[src/rtl/dom_codec_pkg.sv]
// Shared definitions for the DOM share codec: FSM states, LFSR constants and
// the operand-width limit.
package dom_codec_pkg;

    typedef enum logic [2:0] {
        IDLE   = 3'd0,
        SHARE  = 3'd1,
        CAPT   = 3'd2,
        UNMASK = 3'd3,
        OUT    = 3'd4
    } state_t;

    // Galois taps for x^32 + x^22 + x^2 + x + 1 (right-shifting form).
    localparam logic [31:0] LFSR_TAPS       = 32'h8020_0003;
    localparam logic [31:0] LFSR_RESET_SEED = 32'h0000_0001;

    // Three W-bit fields (two masks and the fresh bit vector) come from one
    // 32-bit LFSR word, so W may not exceed 10.
    localparam int W_MAX = 10;

    // One Galois step: shift right and fold the taps back in on a carry-out.
    function automatic logic [31:0] lfsr_step(input logic [31:0] cur);
        lfsr_step = (cur >> 1) ^ (cur[0] ? LFSR_TAPS : 32'h0000_0000);
    endfunction

endpackage

[src/rtl/dom_lfsr32.sv]
// 32-bit Galois LFSR that supplies masks and fresh randomness to the codec.
// A zero seed is replaced by the reset seed so the lock-up state never occurs.
module dom_lfsr32
    import dom_codec_pkg::*;
(
    input  logic        clk,
    input  logic        rst_n,
    input  logic        load,
    input  logic [31:0] seed,
    output logic [31:0] state
);

    // Reset beats load, load beats stepping; otherwise advance every cycle.
    always_ff @(posedge clk) begin
        if (!rst_n) begin
            state <= LFSR_RESET_SEED;
        end else if (load) begin
            state <= (seed == 32'h0000_0000) ? LFSR_RESET_SEED : seed;
        end else begin
            state <= lfsr_step(state);
        end
    end

endmodule

[src/rtl/dom_share_codec.sv]
// Boolean-masking front/back end for W parallel first-order DOM-indep AND
// gadgets: splits an operand pair into shares, waits out the gadget register
// stage, captures the two product shares separately and recombines them.
module dom_share_codec
    import dom_codec_pkg::*;
#(
    parameter int W = 8
) (
    input  logic         clk,
    input  logic         rst_n,
    input  logic         seed_load,
    input  logic [31:0]  seed,
    input  logic         in_valid,
    output logic         in_ready,
    input  logic [W-1:0] in_a,
    input  logic [W-1:0] in_b,
    output logic [W-1:0] a_sh0,
    output logic [W-1:0] a_sh1,
    output logic [W-1:0] b_sh0,
    output logic [W-1:0] b_sh1,
    output logic [W-1:0] r_fresh,
    input  logic [W-1:0] c_sh0,
    input  logic [W-1:0] c_sh1,
    output logic         out_valid,
    input  logic         out_ready,
    output logic [W-1:0] out_c
);

    state_t       state;
    state_t       state_next;
    logic [31:0]  lfsr;
    logic [W-1:0] ma;
    logic [W-1:0] mb;
    logic [W-1:0] rnd;
    logic [W-1:0] c0_cap;
    logic [W-1:0] c1_cap;
    logic         accept;
    logic         lfsr_unused;

    dom_lfsr32 u_lfsr (
        .clk   (clk),
        .rst_n (rst_n),
        .load  (seed_load),
        .seed  (seed),
        .state (lfsr)
    );

    // Masks are taken from the LFSR value present before the edge, so a
    // simultaneous seed load only affects later operations.
    assign ma          = lfsr[W-1:0];
    assign mb          = lfsr[2*W-1:W];
    assign rnd         = lfsr[3*W-1:2*W];
    assign lfsr_unused = ^lfsr;
    assign accept      = (state == IDLE) && in_valid;

    // State register.
    always_ff @(posedge clk) begin
        if (!rst_n) begin
            state <= IDLE;
        end else begin
            state <= state_next;
        end
    end

    // Next-state and handshake outputs.
    always_comb begin
        state_next = state;
        in_ready   = 1'b0;
        out_valid  = 1'b0;
        case (state)
            IDLE: begin
                in_ready = 1'b1;
                if (in_valid) state_next = SHARE;
            end
            SHARE:  state_next = CAPT;
            CAPT:   state_next = UNMASK;
            UNMASK: state_next = OUT;
            OUT: begin
                out_valid = 1'b1;
                if (out_ready) state_next = IDLE;
            end
            default: state_next = IDLE;
        endcase
    end

    // Share generation on accept; held through the gadget latency, then wiped
    // so no share of a finished operand lingers on the gadget inputs.
    always_ff @(posedge clk) begin
        if (!rst_n) begin
            a_sh0   <= '0;
            a_sh1   <= '0;
            b_sh0   <= '0;
            b_sh1   <= '0;
            r_fresh <= '0;
        end else if (accept) begin
            a_sh0   <= in_a ^ ma;
            a_sh1   <= ma;
            b_sh0   <= in_b ^ mb;
            b_sh1   <= mb;
            r_fresh <= rnd;
        end else if (state == UNMASK) begin
            a_sh0   <= '0;
            a_sh1   <= '0;
            b_sh0   <= '0;
            b_sh1   <= '0;
            r_fresh <= '0;
        end
    end

    // Capture each product share into its own register; the shares are never
    // combined before they are registered.
    always_ff @(posedge clk) begin
        if (!rst_n) begin
            c0_cap <= '0;
            c1_cap <= '0;
        end else if (state == CAPT) begin
            c0_cap <= c_sh0;
            c1_cap <= c_sh1;
        end
    end

    // Unmask the registered shares; the result persists until the next unmask.
    always_ff @(posedge clk) begin
        if (!rst_n) begin
            out_c <= '0;
        end else if (state == UNMASK) begin
            out_c <= c0_cap ^ c1_cap;
        end
    end

endmodule

[config.mk]
export PLATFORM = sky130hd
export DESIGN_NAME = dom_share_codec
export DESIGN_NICKNAME = d
export VERILOG_FILES = /design/src/rtl/dom_codec_pkg.sv /design/src/rtl/dom_lfsr32.sv /design/src/rtl/dom_share_codec.sv
export SDC_FILE = /design/constraint.sdc
export NUM_CORES = 1
export LEC_CHECK = 0
export ABC_AREA = 1
export BUFFER_PORTS_ARGS = -buffer_cell sky130_fd_sc_hd__buf_2
export CAP_MARGIN = 15
export CORE_MARGIN = 4
export CORE_UTILIZATION = 54
export CTS_CLUSTER_DIAMETER = 30
export DETAILED_ROUTE_END_ITERATION = 16
export GPL_ROUTABILITY_DRIVEN = 0
export HOLD_SLACK_MARGIN = 0.08
export PLACE_DENSITY_LB_ADDON = 0.08
export RECOVER_POWER = 100
export SKIP_LAST_GASP = 1
export SYNTH_ARGS = -nofsm -noshare
export SYNTH_HDL_FRONTEND = slang
export SYNTH_SLANG_ARGS = --single-unit
[constraint.sdc]
create_clock -name clk -period 2.11 [get_ports clk]
set_input_delay 0.3165 -clock clk [delete_from_list [all_inputs] [get_ports clk]]
set_output_delay 0.3165 -clock clk [all_outputs]
set_load 0.01 [all_outputs]
After elaboration in Yosys (flattened, before gate mapping)

Index checks and enable logic that the tools add are counted.

Logic and storage cells: 39
Memory bits (writable): 0
Memories: 0
Input bits: 69
Output and inout port bits: 50
Bits in registers: 99
ROM bits: 0
Bits in latches: 0

Equal/unequal tests: 6
Divide/modulo/power cells: 0
Reduce and logical (&&, ||, !) cells: 5
Multiplexer cells: 14
Bitwise operators: 4
Add/sub/neg operators: 0
$mul: 0
Shift-type cells: 0
Magnitude comparators: 0

Operator list:

| cell                                          | count |
|---|---|
| 2-to-1 mux 32 bit                             | 3 |
| 2-to-1 mux 8 bit                              | 6 |
| zero test 32 bit                              | 1 |
| bitwise XOR 31 x 32 -> 32 bit                 | 1 |
| bitwise XOR 8 bit                             | 3 |
| one-hot mux 3 bit (5 select lines)            | 1 |
| == test 3 x 2 -> 1 bit, second input constant | 2 |
| 2-to-1 mux 3 bit                              | 2 |
| inequality test 2 bit, second input constant  | 2 |
| == test 3 x 1 -> 1 bit, second input constant | 1 |
| == test 3 bit, second input constant          | 1 |
| zero test 3 bit                               | 1 |
| 2-to-1 mux 1 bit                              | 2 |
| AND reduction 2 bit                           | 1 |
| nonzero test 2 bit                            | 1 |
| logical AND 1 bit                             | 1 |

Longest topological paths before layout

Depth in word-level cells: 3
Mapped depth: 9
Gate-level depth less buffers: 8

Hierarchy

Synthesis repeated with hierarchy kept, for this count alone.

Cells, all modules: 494
Area, all modules: 3903.7 um^2

Modules (own cells, without submodules):

| module          | area each (um^2) | seq. area each (um^2) | times used | cells each |
|---|---|---|---|---|
| dom_share_codec | 2655.0           | 1341.3                | 1          | 320 |
| dom_lfsr32      | 1248.7           | 640.6                 | 1          | 174 |

Worst setup path before layout

OpenSTA, ideal clock, no wires.

Path kind: reg2reg
Start: register state[0]
End: register a_sh0[7]
Clock period less this slack: 1.125 ns
Cell stages (with the launch flop): 10
Buffers on the path: 1
Arrival: 0.992 ns
Required time: 1.978 ns
Setup time: 0.132 ns
Path slack: 0.985 ns
Cell sequence: dfxtp_1 > nor2_2 > nand2_1 > inv_2 > nand2_1 > nand2_1 > inv_2 > buf_4 > nand2_1 > a21oi_1

Longest elaborated chain between the ends: 3
Elaborated cells on any way between the ends: 5
Those cells by class: eq/ne (1); mux (1); reduce/logical (3)

Ends and longest elaborated chain:

| what                                                   | line                  | RTL |
|---|---|---|
| start, declared                                        | dom_share_codec.sv:29 | `state_t state;` |
| start signal, assigned                                 | dom_share_codec.sv:61 | `state <= state_next;` |
| zero test 3 bit                                        | dom_share_codec.sv:54 | `assign accept = (state == IDLE) && in_valid;` |
| logical AND 1 bit                                      | dom_share_codec.sv:54 |  |
| 2-to-1 mux 8 bit or nonzero test 2 bit (tied branches) | n/a                   |  |
| end signal, assigned                                   | dom_share_codec.sv:96 | `a_sh0 <= in_a ^ ma;` |
| end, declared                                          | dom_share_codec.sv:17 | `output logic [W-1:0] a_sh0,` |

Parallel ways exist; a longest one is shown, timed or not.
A chain may end at the register's enable or synchronous reset.

Worst setup path in the final report

Start: input rst_n
End: register u_lfsr.state[21]

RTL lines:

| what                 | line                  | RTL |
|---|---|---|
| start, declared      | dom_share_codec.sv:10 | `input logic rst_n,` |
| end signal, assigned | dom_lfsr32.sv:18      | `state <= (seed == 32'h0000_0000) ? LFSR_RESET_SEED : seed;` |
| end signal, assigned | dom_lfsr32.sv:20      | `state <= lfsr_step(state);` |
| end, declared        | dom_lfsr32.sv:10      | `output logic [31:0] state` |

No word-level cell between the ends.

==> flow_summary.ini <==
[outcome]
run_status = complete, no violations

[clock_network]
clockBufferDepth = 2
cts_resized = 0
clk_latency_ns = 0.35
clk_pin_slew_ns = 0.09
post-cts-setup-buffer-count = 0
cts_tree = done
h-tree-depth = 3
cts_hold_buf = 0
cts_buffers = 9
clock-sinks = 99
cts-root-buf = clkbuf_8

[logic_synthesis]
synthTopCellsByArea = dfxtp_1 (53%), nor2_1 (11%), nand2_1 (9.8%)
synthMuxAreaShare_pct = 0
synth-adder-area-share_pct = 0
synth_flop_cell = dfxtp_1
synth_common_cells = nor2_1 (108), dfxtp_1 (99), nand2_1 (98)
synth_seq_cells = 99
syn-instance-count = 490
synth-seq-area-share_pct = 52.7
postSynthAreaPerCell_um2 = 7.67
synth_top_area_share_pct = 52.7
synth.distinct_cells = 19
synthXorXnorAreaFrac_pct = 5.83
async_flop_share_pct = 0
syn-cell-area_um2 = 3760
synth_compound_area_share_pct = 15.0
synth_edf_count = 0
synth_top_area_cell = dfxtp_1
synth-warning-count = 0
syn_nets = 559
yosysMostFrequentCell = nor2_1
synth-simple-area-share_pct = 21.4
synth_top_family_by_area = simple AND/OR/NAND/NOR gates

[timing]
max_slew.worst_pin.slew_ns = 1.40
finalHoldWorstSlack_ns = 0.198
setup_viol = 0
fmax_mhz = 566
maxSlewHeadroom_pct = 6.89
fin_tns_setup_ns = 0
hold_violations = 0
fin_crit_sh_pct = 83.7
fin_skew_ns = 0.00711
rsz0062_at_grt = no
finalCriticalPeriod_ns = 1.77
maxSlewViolCount = 0

[route]
num_vias = 3399
drt-initial-drc-count = 164
drtAntennaViolNets = 0
drt_pass1_iterations = 4
drt-vias-per-instance = 4.88
post_drt_wl_per_cell_um = 12.4
drc_errors = 0
wirelength_mm = 8.62

[final_layout]
num_antenna_cells = 0
fin_nets = 665
final_cells = 696
seqCellArea_um2 = 1980
final_core_util_pct = 66.4
fillers = 639
final_layout_size_suffix_gt1_share_pct = 15.2
multi_input_area_um2 = 1590
area_growth_pct = 20.0

[placed_design]
dp_cells = 681
place_hpwl_mm = 6.07
port-buffer-count = 118

[critical_path]
cp.required_ns = 2.37
r2r_start = state[0]
worst-path-max-fanout = 46
critPathArrivalTime_ns = 2.03
worstSetupStartpoint = rst_n
crit_path_start_kind = input port
end_kind = register
path_class = input port to register

[grt]
grt_max_degree = 47
grt_usage_pct = 20.6
overflow = 0
grt_pass1_vias = 3202
grt_pass1_wl_mm = 14.1
antenna_found_initial = 1

[power_and_ir_drop]
power_frac_seq_pct = 55.3
p_per_area_nw_per_um2 = 833
clkPwrFrac_pct = 30.5
swShare_pct = 26.8
switchingPower_mw = 1.01
comb_power_share_pct = 14.1
cell_internal_pwr_mw = 2.75
vdd_drop_max_mv = 0.406
leakage_nw = 1.88

[hold_path]
min_from = seed[14]
min_path_type = input port to register

[flow_run]
drv_cap = 0

[floorplanning]
rows = 30
start_util_pct = 55.3
io_pins = 119
dieWidth_um = 91.4
die_area_um2 = 8360
die_h_um = 91.4
core_um2 = 6790
## path summary, 6_finish.rpt
check | slack (ns) | to | cells after the start
worst min register to register | 0.46 | a_sh1[6] | 2
worst max-delay path | 0.34 | u_lfsr.state[21] | 3
worst min-delay path | 0.20 | u_lfsr.state[14] | 3
worst max register to register | 0.52 | c0_cap[3] | 5
## logic make-up (layout without fill, tap and decap cells)
kind of cell / after synthesis / after routing
DFF: 99 / 99
buffers and inverters: 42 / 152
xor gates and xnor gates: 25 / 25
and+or+nand+nor: 212 / 212
AOI/OAI and AO/OA: 112 / 112
## power groups by stage
stage                     Sequential, mW  Clock [mW]  Combinational, mW
after global routing                2.10        1.25              0.603
after CTS                           2.08        1.17              0.551
after global placement              2.12           0              0.541
after detailed placement            2.12           0              0.548
after floorplan                     2.13           0              0.328
final                               2.08        1.15              0.531
## registers in the layout, indices dropped and copies added, names as in the netlist
| register | flops |
|---|---|
| state | 3 |
| c0_cap | 8 |
| out_c | 8 |
| r_fresh | 8 |
| a_sh0 | 8 |
| a_sh1 | 8 |
| b_sh0 | 8 |
| u_lfsr.state | 32 |
| b_sh1 | 8 |
| c1_cap | 8 |
## layout by cell type, fill, tap and decap left out, types with 3 or more instances in the layout
cell type	Yosys	final
o21ai_0	55	55
nand3_1	3	3
inv_2	5	4
a21oi_1	55	55
buf_2	8	68
inv_1	9	10
nand2_1	98	98
xnor2_1	8	8
clkbuf_8	0	9
xor2_1	17	17
dfxtp_1	99	99
clkbuf_1	14	52
nor2_1	108	109
## per-layer routing
layer / track usage [%] / vias to the layer above / wire length, µm
li1: - / 1769 / -
met4: 8.79 / 2 / 155
met5: 0 / - / 7
met1: 26.3 / 1524 / 4140
met3: 5.80 / 13 / 541
met2: 32.6 / 91 / 3780
## final cells by class
class | instances | share of cell area (%)
sequential | 99 | 43.9
inverter | 14 | 1.16
clock inverter | 5 | 1.22
tap | 96 | 2.66
clock buffer | 10 | 2.83
multi-input combinational | 349 | 35.2
timing repair buffer | 123 | 13.0
## through the flow
step | cell area (µm²) | setup slack [ns] | total power [mW]
after floorplan | 3760 | 0.985 | 2.46
after global placement | 4400 | 0.668 | 2.66
after detailed placement | 4400 | 0.609 | 2.67
after CTS | 4580 | 0.576 | 3.80
after global routing | 4510 | 0.218 | 3.95
final | 4510 | 0.343 | 3.76
## worst max-delay path, stage by stage
cell and delay, ns:
clkbuf_1 0.50, inv_1 0.79, a211oi_1 0.41
No activity file was read; power rests on OpenSTA's default activity.
